`config.mk`:
```
export PLATFORM = sky130hd
export DESIGN_NAME = rvtu_div_arb_n
export DESIGN_NICKNAME = d
export VERILOG_FILES = /design/src/rtl/rv_pkg.sv /design/src/rtl/rvtu_rr_arb.sv /design/src/rtl/rvtu_div_arb_n.sv
export SDC_FILE = /design/constraint.sdc
export NUM_CORES = 1
export LEC_CHECK = 0
export ABC_AREA = 0
export BUFFER_PORTS_ARGS = -buffer_cell sky130_fd_sc_hd__buf_2
export CAP_MARGIN = 10
export CORE_MARGIN = 3
export CORE_UTILIZATION = 42
export CTS_BUF_LIST = sky130_fd_sc_hd__clkbuf_8
export CTS_CLUSTER_DIAMETER = 100
export CTS_CLUSTER_SIZE = 24
export DETAILED_ROUTE_END_ITERATION = 16
export PLACE_DENSITY = 0.64
export SLEW_MARGIN = 20
export SYNTH_ARGS = -nofsm -noshare
export SYNTH_HDL_FRONTEND = slang
export SYNTH_HIERARCHICAL = 1
export SYNTH_SLANG_ARGS = --single-unit
```
`constraint.sdc`:
```
create_clock -name clk -period 14 [get_ports clk]
set_clock_uncertainty 0.15 [all_clocks]
set_input_delay 0.7 -clock clk [delete_from_list [all_inputs] [get_ports clk]]
set_output_delay 0.7 -clock clk [all_outputs]
set_load 0.01 [all_outputs]
```
`src/rtl/rv_pkg.sv`:
```
// Shared RVTU type definitions: divider op select and divider FSM states.
package rv_pkg;

  // Divider operation select: bit0 = unsigned, bit1 = remainder.
  typedef enum logic [1:0] {
    DIV  = 2'b00,
    DIVU = 2'b01,
    REM  = 2'b10,
    REMU = 2'b11
  } div_fsel_t;

  // Shared divider control states.
  typedef enum logic [1:0] {
    IDLE = 2'b00,
    RUN  = 2'b01,
    DONE = 2'b10
  } div_state_t;

  // True when the op treats its operands as unsigned.
  function automatic logic fsel_is_unsigned(input div_fsel_t f);
    return f[0];
  endfunction

  // True when the op returns the remainder instead of the quotient.
  function automatic logic fsel_is_rem(input div_fsel_t f);
    return f[1];
  endfunction

endpackage

```
`src/rtl/rvtu_rr_arb.sv`:
```
// Combinational round-robin picker: grants the first eligible index strictly
// after last_grant_i, wrapping modulo N. Reusable by any shared RVTU unit.
module rvtu_rr_arb #(
  parameter int N    = 4,
  parameter int IDXW = (N > 1) ? $clog2(N) : 1
) (
  input  logic [N-1:0]    eligible_i,
  input  logic [IDXW-1:0] last_grant_i,
  output logic [N-1:0]    grant_o,
  output logic [IDXW-1:0] grant_idx_o,
  output logic            valid_o
);

  // Scan N candidates starting one past the previous winner.
  always_comb begin : pick
    int cand;
    // NOTE: every output gets a default before the loop, so no path leaves a
    // value held over from a previous evaluation and no latch is inferred.
    // Blocking assignments are correct here: the scan is a chain of
    // combinational priority decisions evaluated in order within one cycle.
    grant_o     = '0;
    grant_idx_o = '0;
    valid_o     = 1'b0;
    cand        = 0;
    for (int off = 1; off <= N; off++) begin
      cand = int'(last_grant_i) + off;
      if (cand >= N) cand = cand - N;
      if (!valid_o && eligible_i[cand]) begin
        valid_o       = 1'b1;
        grant_idx_o   = IDXW'(cand);
        grant_o[cand] = 1'b1;
      end
    end
  end

endmodule

```
`src/rtl/rvtu_div_arb_n.sv`:
```
// N-client arbitrated iterative divider (RV32M DIV/DIVU/REM/REMU).
// One shared radix-2^UNROLL restoring datapath; round-robin client selection,
// per-client kill, early-out for divide-by-zero and signed overflow.
module rvtu_div_arb_n
  import rv_pkg::*;
#(
  parameter int NUM_CLIENTS = 4,
  parameter int XLEN        = 32,
  parameter int UNROLL      = 2
) (
  input  logic                        clk,
  input  logic                        rst_n,
  input  logic [NUM_CLIENTS-1:0]      req_i,
  input  logic [NUM_CLIENTS*XLEN-1:0] src1_i,
  input  logic [NUM_CLIENTS*XLEN-1:0] src2_i,
  input  logic [NUM_CLIENTS*2-1:0]    fsel_i,
  input  logic [NUM_CLIENTS-1:0]      kill_i,
  output logic [NUM_CLIENTS-1:0]      resp_o,
  output logic [XLEN-1:0]             out_o,
  output logic                        busy_o
);

  localparam int IDXW  = (NUM_CLIENTS > 1) ? $clog2(NUM_CLIENTS) : 1;
  localparam int STEPS = XLEN / UNROLL;
  localparam int CNTW  = $clog2(STEPS + 1);
  localparam logic [XLEN-1:0] MIN_VAL = {1'b1, {(XLEN-1){1'b0}}};

  // Control and datapath state.
  div_state_t             state_q;
  logic [IDXW-1:0]        last_grant_q;
  logic [IDXW-1:0]        grant_idx_q;
  logic [NUM_CLIENTS-1:0] grant_q;
  div_fsel_t              fsel_q;
  logic [CNTW-1:0]        count_q;
  logic [XLEN-1:0]        quo_q;   // dividend shifts out as quotient shifts in
  logic [XLEN:0]          rem_q;   // partial remainder, one guard bit
  logic [XLEN-1:0]        div_q;   // divisor magnitude
  logic                   neg_quo_q;
  logic                   neg_rem_q;

  // Arbitration among requesting, non-killed clients.
  logic [NUM_CLIENTS-1:0] eligible;
  logic [NUM_CLIENTS-1:0] arb_grant;
  logic [IDXW-1:0]        arb_idx;
  logic                   arb_valid;

  assign eligible = req_i & ~kill_i;

  rvtu_rr_arb #(
    .N    (NUM_CLIENTS),
    .IDXW (IDXW)
  ) u_arb (
    .eligible_i   (eligible),
    .last_grant_i (last_grant_q),
    .grant_o      (arb_grant),
    .grant_idx_o  (arb_idx),
    .valid_o      (arb_valid)
  );

  // Candidate operands of the client the arbiter would pick this cycle.
  logic [XLEN-1:0] a_src1, a_src2, a_abs1, a_abs2;
  logic [1:0]      a_fsel;
  logic            a_signed, a_s1neg, a_s2neg, a_div0, a_ovf;

  assign a_src1   = src1_i[arb_idx*XLEN +: XLEN];
  assign a_src2   = src2_i[arb_idx*XLEN +: XLEN];
  assign a_fsel   = fsel_i[arb_idx*2 +: 2];
  assign a_signed = ~fsel_is_unsigned(div_fsel_t'(a_fsel));
  assign a_s1neg  = a_signed & a_src1[XLEN-1];
  assign a_s2neg  = a_signed & a_src2[XLEN-1];
  // |MIN| wraps to MIN, which is the correct unsigned magnitude 2^(XLEN-1).
  assign a_abs1   = a_s1neg ? -a_src1 : a_src1;
  assign a_abs2   = a_s2neg ? -a_src2 : a_src2;
  assign a_div0   = (a_src2 == '0);
  assign a_ovf    = a_signed && (a_src1 == MIN_VAL) && (a_src2 == '1);

  // UNROLL chained restoring steps: shift, trial-subtract, keep if no borrow.
  logic [XLEN-1:0] quo_n;
  logic [XLEN:0]   rem_n;
  logic [XLEN:0]   trial;

  always_comb begin
    quo_n = quo_q;
    rem_n = rem_q;
    trial = '0;
    for (int k = 0; k < UNROLL; k++) begin
      rem_n = {rem_n[XLEN-1:0], quo_n[XLEN-1]};
      quo_n = {quo_n[XLEN-2:0], 1'b0};
      trial = rem_n - {1'b0, div_q};
      if (!trial[XLEN]) begin
        rem_n    = trial;
        quo_n[0] = 1'b1;
      end
    end
  end

  // Control FSM plus operand/result registers.
  always_ff @(posedge clk or negedge rst_n) begin
    // NOTE: all state updates use non-blocking assignments so every register
    // samples the pre-edge values regardless of statement order.
    if (!rst_n) begin
      state_q      <= IDLE;
      last_grant_q <= IDXW'(NUM_CLIENTS - 1);
      grant_idx_q  <= '0;
      grant_q      <= '0;
      fsel_q       <= DIV;
      count_q      <= '0;
      quo_q        <= '0;
      rem_q        <= '0;
      div_q        <= '0;
      neg_quo_q    <= 1'b0;
      neg_rem_q    <= 1'b0;
    end else begin
      unique case (state_q)
        IDLE: begin
          if (arb_valid) begin
            grant_idx_q <= arb_idx;
            grant_q     <= arb_grant;
            fsel_q      <= div_fsel_t'(a_fsel);
            neg_quo_q   <= 1'b0;
            neg_rem_q   <= 1'b0;
            if (a_div0) begin
              quo_q   <= '1;
              rem_q   <= {1'b0, a_src1};
              state_q <= DONE;
            end else if (a_ovf) begin
              quo_q   <= MIN_VAL;
              rem_q   <= '0;
              state_q <= DONE;
            end else begin
              quo_q     <= a_abs1;
              rem_q     <= '0;
              div_q     <= a_abs2;
              count_q   <= CNTW'(STEPS);
              neg_quo_q <= a_s1neg ^ a_s2neg;
              neg_rem_q <= a_s1neg;
              state_q   <= RUN;
            end
          end
        end
        RUN: begin
          if (kill_i[grant_idx_q]) begin
            state_q      <= IDLE;
            last_grant_q <= grant_idx_q;
          end else begin
            quo_q   <= quo_n;
            rem_q   <= rem_n;
            count_q <= count_q - 1'b1;
            if (count_q == CNTW'(1)) state_q <= DONE;
          end
        end
        DONE: begin
          // Completion and kill both retire the grantee; only resp differs.
          state_q      <= IDLE;
          last_grant_q <= grant_idx_q;
        end
        default: state_q <= IDLE;
      endcase
    end
  end

  // Sign-corrected result, presented only during an unkilled DONE cycle.
  logic [XLEN-1:0] q_fix, r_fix;
  logic            done_ok;

  assign q_fix   = neg_quo_q ? -quo_q : quo_q;
  assign r_fix   = neg_rem_q ? -rem_q[XLEN-1:0] : rem_q[XLEN-1:0];
  assign done_ok = (state_q == DONE) && !kill_i[grant_idx_q];
  assign resp_o  = done_ok ? grant_q : '0;
  assign out_o   = done_ok ? (fsel_is_rem(fsel_q) ? r_fix : q_fix) : '0;
  assign busy_o  = (state_q != IDLE);

  // The grantee must hold req until resp unless it kills its operation.
  a_req_held : assert property (@(posedge clk) disable iff (!rst_n)
    (state_q != IDLE && !kill_i[grant_idx_q]) |-> req_i[grant_idx_q]);

  // At most one client completes per cycle.
  a_resp_onehot : assert property (@(posedge clk) disable iff (!rst_n)
    $onehot0(resp_o));

endmodule

```
* Yosys cells after proc, flatten, opt, wreduce, memory -nomap -nowiden *
Index checks and enable logic that the tools add are counted.

word-level totals
  flip-flop bits (word level) = 115
  bits in latches = 0
  bits in writable memories = 0
  bits in read-only memories = 0
  input bits = 274
  output and inout port bits = 37
  logic and storage cells = 164
  memories kept = 0

operators by class
  $add $sub $neg = 15
  $mul = 0
  div/mod/pow operators = 0
  order comparisons = 13
  eq/ne operators = 11
  shifts and indexed selects = 3
  muxes and demuxes = 75
  bitwise operators = 11
  reductions and logical operators = 25

operator list
  cell                                                         number
  2-to-1 mux 32 bit                                            19
  variable part select 128 x 8 -> 32 bit                       2
  >= comparator 32 x 1 -> 1 bit, second input constant         4
  >= comparator 32 x 4 -> 1 bit, second input constant         4
  less-than comparator 32 x 4 -> 1 bit, second input constant  4
  negation 32 bit                                              4
  one-hot mux 32 bit (2 select lines)                          2
  subtractor 32 x 4 -> 32 bit, second input constant           4
  subtractor 33 x 32 -> 33 bit                                 2
  == test 32 bit, second input constant                        2
  logical NOT 32 bit                                           1
  2-to-1 mux 1 bit                                             23
  2-to-1 mux 2 bit                                             10
  2-to-1 mux 4 bit                                             5
  2-to-1 mux 5 bit                                             4
  OR 4 bit                                                     3
  binary-select mux 1 bit (select 2 bit)                       5
  logical AND 1 bit                                            10
  != test 2 bit, second input constant                         5
  one-hot mux 5 bit (2 select lines)                           1
  demux 1 bit (select 2 bit)                                   4
  one-hot mux 2 bit (2 select lines)                           2
  variable part select 8 x 4 -> 2 bit                          1
  adder 2 x 2 -> 3 bit, second input constant                  2
  20 further kinds                                             30

* Longest topological paths before layout *
  depth after elaboration = 24
  gate-level depth with buffers = 29
  depth with buffers taken out = 26

* Hierarchy *
The synthesis kept the hierarchy.

modules (own cells, without submodules)
  module          times used  cells each  area each (um^2)  seq. area each (um^2)
  rvtu_div_arb_n  1           1,713       13,814.5          2,855.2
  rvtu_rr_arb     1           72          569.3             0.0

* Worst setup path after synthesis *
Ideal clock, no wire load.

  kind = register -> register
  from = reg quo_q[31]
  to = reg rem_q[10]
  arrival time = 5.697 ns
  data required time = 13.768 ns
  path slack = 8.071 ns
  stages on the path, launching flop included = 28
  cells stage by stage = dfrtp_1 inv_1 ha_1 inv_1 fa_1 a211oi_1 o21ai_0 o211ai_1 a21oi_1 o211a_1 nor2_1 xnor2_1 buf_2 buf_1 o21ai_0 ha_1 nand3_1 o21ai_0 o21ai_0 a41oi_1 nor2_1 a31o_2 o21ai_0 nor3_1 nor2_1 clkbuf_1 nand3_1 a31oi_1

between the ends
  longest elaborated chain between the ends = 6

ends and longest elaborated chain
  what                                     line                   RTL
  from (decl)                              rvtu_div_arb_n.sv:35   logic [XLEN-1:0] quo_q;
  from (signal assigned)                   rvtu_div_arb_n.sv:131  quo_q <= a_abs1;
  from (signal assigned)                   rvtu_div_arb_n.sv:146  quo_q <= quo_n;
  subtractor 33 x 32 -> 33 bit             rvtu_div_arb_n.sv:89   trial = rem_n - {1'b0, div_q};
  2-to-1 mux 32 bit (*)                    rvtu_div_arb_n.sv:90   if (!trial[XLEN]) begin
  subtractor 33 x 32 -> 33 bit             rvtu_div_arb_n.sv:89
  2-to-1 mux 32 bit (*)                    rvtu_div_arb_n.sv:90
  2-to-1 mux 32 bit (*)                    rvtu_div_arb_n.sv:142  if (kill_i[grant_idx_q]) begin
  one-hot mux 32 bit (2 select lines) (*)  rvtu_div_arb_n.sv:114  unique case (state_q)
  to (signal assigned)                     rvtu_div_arb_n.sv:124  rem_q <= {1'b0, a_src1};
  to (signal assigned)                     rvtu_div_arb_n.sv:147  rem_q <= rem_n;
  to (decl)                                rvtu_div_arb_n.sv:36   logic [XLEN:0] rem_q;

Mark *: on every way between the ends. The rest lies on a longest branch, timed or not. The select of a mux whose other input is x is not followed.
A chain may end at the register's enable or synchronous reset.

* Worst setup path after layout *
  from = reg quo_q[31]
  to = reg rem_q[5]

Same word-level chain as after synthesis.

==> impl_metrics.toml <==
[setup_path]
ff2ff_setup_slack_ps = 6220
crit_top_cell = "o21ai_0"
cp-end-kind = "flop"
cp.arrival_ps = 7990
worst_path_largest_cell_delay_ps = 720
crit_end = "rem_q[5]$_DFFE_PN0P_"
cp_slowest_cell = "or4_1"
rr_worst_depth = 25
setup.worst_path.start = "quo_q[31]$_DFFE_PN0P_"
worstPathRequired_ps = 14220
rr_startpoint = "quo_q[31]$_DFFE_PN0P_"
crit_type = "flop to flop"
path_max_fanout = 52
rr_endpoint = "rem_q[5]$_DFFE_PN0P_"
worstSetupStartpointType = "flop"

[floorplanning]
die-width_um = 191
die_h_um = 191
io_pins = 311
coreArea_mm2 = 0.0336
start_util_pct = 42.8
num_rows = 67
die_area_mm2 = 0.0365

[place]
dp_hpwl_um = 46900
io_buffers = 310
gp_congestion = 1.01

[timing]
worst_pin_slew_ps = 1020
finalSetupTns_ps = 0
timing.fmax_mhz = 129
layout_min_cycle_time_ps = 7780
rsz0062_at_grt = "no"
finalHoldViolations = 0
finalMaxSlewViolations = 0
period_share_pct = 55.5
max_slew_margin_pct = 32.0
finalSetupViolCount = 0

[route]
firstDrtPassIters = 7
vias_per_cell = 6.23
drc = 0
wl_um = 58400
dr_total_vias = 15500
ant_nets = 0
wl_per_cell_um = 23.5
drt_iter0_drc = 1532

[min_path]
hp-class = "input port to async pin"

[cts]
cts_buffers = 17
clockRootBuffer = "clkbuf_8"
numClockSinks = 114
post-cts-setup-buffer-count = 0
cts_tree = "done"
htree_num_levels = 4
hold_buffers = 0
clockBufferDepth = 2
clk_pin_slew_ps = 100
cts_resized = 0
insertion_delay_ps = 470

[finish]
fillers = 3357
areaGrowthSynthToFinish_pct = 14.9
drive_gt1_share_pct = 23.8
n_antenna_cell = 0
nNetsFinal = 2378

[synth]
syn-num-nets = 2140
async_flop_share_pct = 100
ys_seq_area_share_pct = 19.9
synthCells = 1785
syn_avg_cell_area_um2 = 8.06
synth-seq-cells = 114
synth_edf_count = 0
syn_area_mm2 = 0.0144
yosys_warnings = 6
synth.distinct_cells = 88
ys.flop_type = "dfrtp_1"

[global_route]
grt_pass1_wl_um = 87300
gr-total-overflow = 0
antenna_found_initial = 2
grt_max_degree = 90
grtUsageTotal_pct = 31.3
grt_pass1_vias = 14700

[run_status]
status = "complete, no violations"

[job]
maxCapViolations = 0
==> worst min path at each step <==
| stage | depth (start not counted) | to | startpoint | slack [ps] |
|---|---|---|---|---|
| finish | 1 | rem_q[28]$_DFFE_PN0P_ | rst_n | 170 |
| global placement | 1 | count_q[4]$_DFFE_PN0P_ | count_q[4]$_DFFE_PN0P_ | 320 |
| detailed placement | 1 | count_q[4]$_DFFE_PN0P_ | count_q[4]$_DFFE_PN0P_ | 330 |
| CTS | 1 | rem_q[28]$_DFFE_PN0P_ | rst_n | 180 |
| floorplan | 0 | count_q[0]$_DFFE_PN0P_ | rst_n | 250 |
| global route | 1 | rem_q[28]$_DFFE_PN0P_ | rst_n | 200 |
==> Yosys cell counts, types with 8 or more instances <==
cell type | instances | share of area, %
buf_2 | 22 | 0.77
mux2i_1 | 16 | 1.1
xnor2_1 | 88 | 5.4
o21a_1 | 9 | 0.47
clkbuf_1 | 58 | 1.5
o21ai_0 | 153 | 5.3
nor3_1 | 26 | 0.90
o41ai_1 | 11 | 0.67
o211ai_1 | 14 | 0.73
nor2b_1 | 28 | 1.2
nand2b_1 | 25 | 1.1
and2_1 | 8 | 0.35
a21o_1 | 25 | 1.3
o21ai_1 | 12 | 0.42
buf_1 | 11 | 0.29
a31oi_1 | 22 | 0.96
nand4_1 | 18 | 0.78
nor4_1 | 12 | 0.52
ha_1 | 79 | 6.9
mux4_2 | 65 | 10
nand3_1 | 47 | 1.6
o22ai_1 | 10 | 0.43
or3_1 | 18 | 0.78
buf_6 | 8 | 0.63
a21oi_1 | 174 | 6.1
a211oi_1 | 38 | 2.0
xor2_1 | 83 | 5.1
nor2_1 | 155 | 4.0
o31ai_1 | 27 | 1.4
or4_1 | 10 | 0.52
nand2_1 | 149 | 3.9
and3_1 | 15 | 0.65
mux2_2 | 25 | 2.0
inv_1 | 81 | 2.1
dfrtp_1 | 112 | 19
==> area by class of cell <==
| class | instances | area [µm²] | share of cell area (%) |
|---|---|---|---|
| clock buffers | 17 | 234 | 1.42 |
| clock inverters | 15 | 138 | 0.833 |
| inverters | 81 | 304 | 1.84 |
| multi-input cells | 1485 | 10800 | 65.1 |
| flip-flops and latches | 114 | 2860 | 17.3 |
| well taps | 448 | 561 | 3.39 |
| repair buffers | 324 | 1670 | 10.1 |
==> sequential cells by signal, summed over array words and instances (netlist names) <==
| name | cells |
|---|---|
| grant_idx_q | 2 |
| neg_quo_q | 1 |
| grant_q | 4 |
| last_grant_q | 2 |
| fsel_q | 1 |
| state_q | 2 |
| quo_q | 32 |
| neg_rem_q | 1 |
| rem_q | 32 |
| div_q | 32 |
| count_q | 5 |
==> worst max-delay path: cells and delay by family (launching register included) <==
| kind | cells | cell delay [ps] |
|---|---|---|
| buffers and inverters | 3 | 610 |
| AOI/OAI and AO/OA | 12 | 2880 |
| DFF | 1 | 420 |
| and+or+nand+nor | 5 | 2100 |
| xor gates and xnor gates | 1 | 140 |
| muxes | 1 | 410 |
| adders and majority gates | 3 | 920 |
==> routing by layer <==
layer | share of wire, % | up-vias | wire, µm | global-route usage [%]
li1 | - | 7075 | - | -
met1 | 41 | 7389 | 24100 | 41.4
met2 | 44 | 851 | 25400 | 48.5
met3 | 9.4 | 161 | 5470 | 6.46
met4 | 5.8 | 0 | 3370 | 15.7
met5 | 0 | - | 0 | 0
==> through the flow <==
stage	cell area (µm²)	hold WS, ps	cells	worst slack, ps	util, %
floorplan	14400	254	1785	8070	-
global placement	16100	319	2451	6360	48.0
detailed placement	16200	328	2452	6350	48.1
CTS	16500	178	2484	6320	49.2
global route	16500	202	2484	5830	49.2
finish	16500	165	2484	6220	49.2
==> cells by family after synthesis <==
group / after synthesis / share of synthesized area [%]
and+or+nand+nor: 559 / 19.2
DFF: 114 / 19.9
adders and majority gates: 81 / 7.15
muxes: 106 / 13.2
AOI/OAI and AO/OA: 568 / 24.5
buffers and inverters: 186 / 5.60
xor gates and xnor gates: 171 / 10.4
==> cell usage in the layout, fill, tap and decap left out, types with 7 or more instances in the layout <==
cell type and instances:
or3_1 18, o41ai_1 11, nor3_1 26, nand2b_1 25, buf_4 14, nor2_1 154, a211oi_1 38, mux4_2 65
xnor2_1 87, o21ai_0 153, xor2_1 83, mux2i_1 16, nand3b_1 7, o21a_1 8, or2_2 7, ha_1 79
nand2_1 148, and2_1 8, inv_1 81, and3_1 15, clkbuf_8 17, nand3_1 47, o211ai_1 14, o31ai_1 27
mux2_2 25, a21o_1 25, a31oi_1 22, nand4_1 18, o21ai_1 12, o22ai_1 10, or4_1 10, buf_2 309
a21oi_1 174, dfrtp_1 111, nor2b_1 27, nor4_1 12
Power is left out: the tool's default activity adds up to more than one toggle a clock period on the data nets, which glitch-free logic cannot reach.
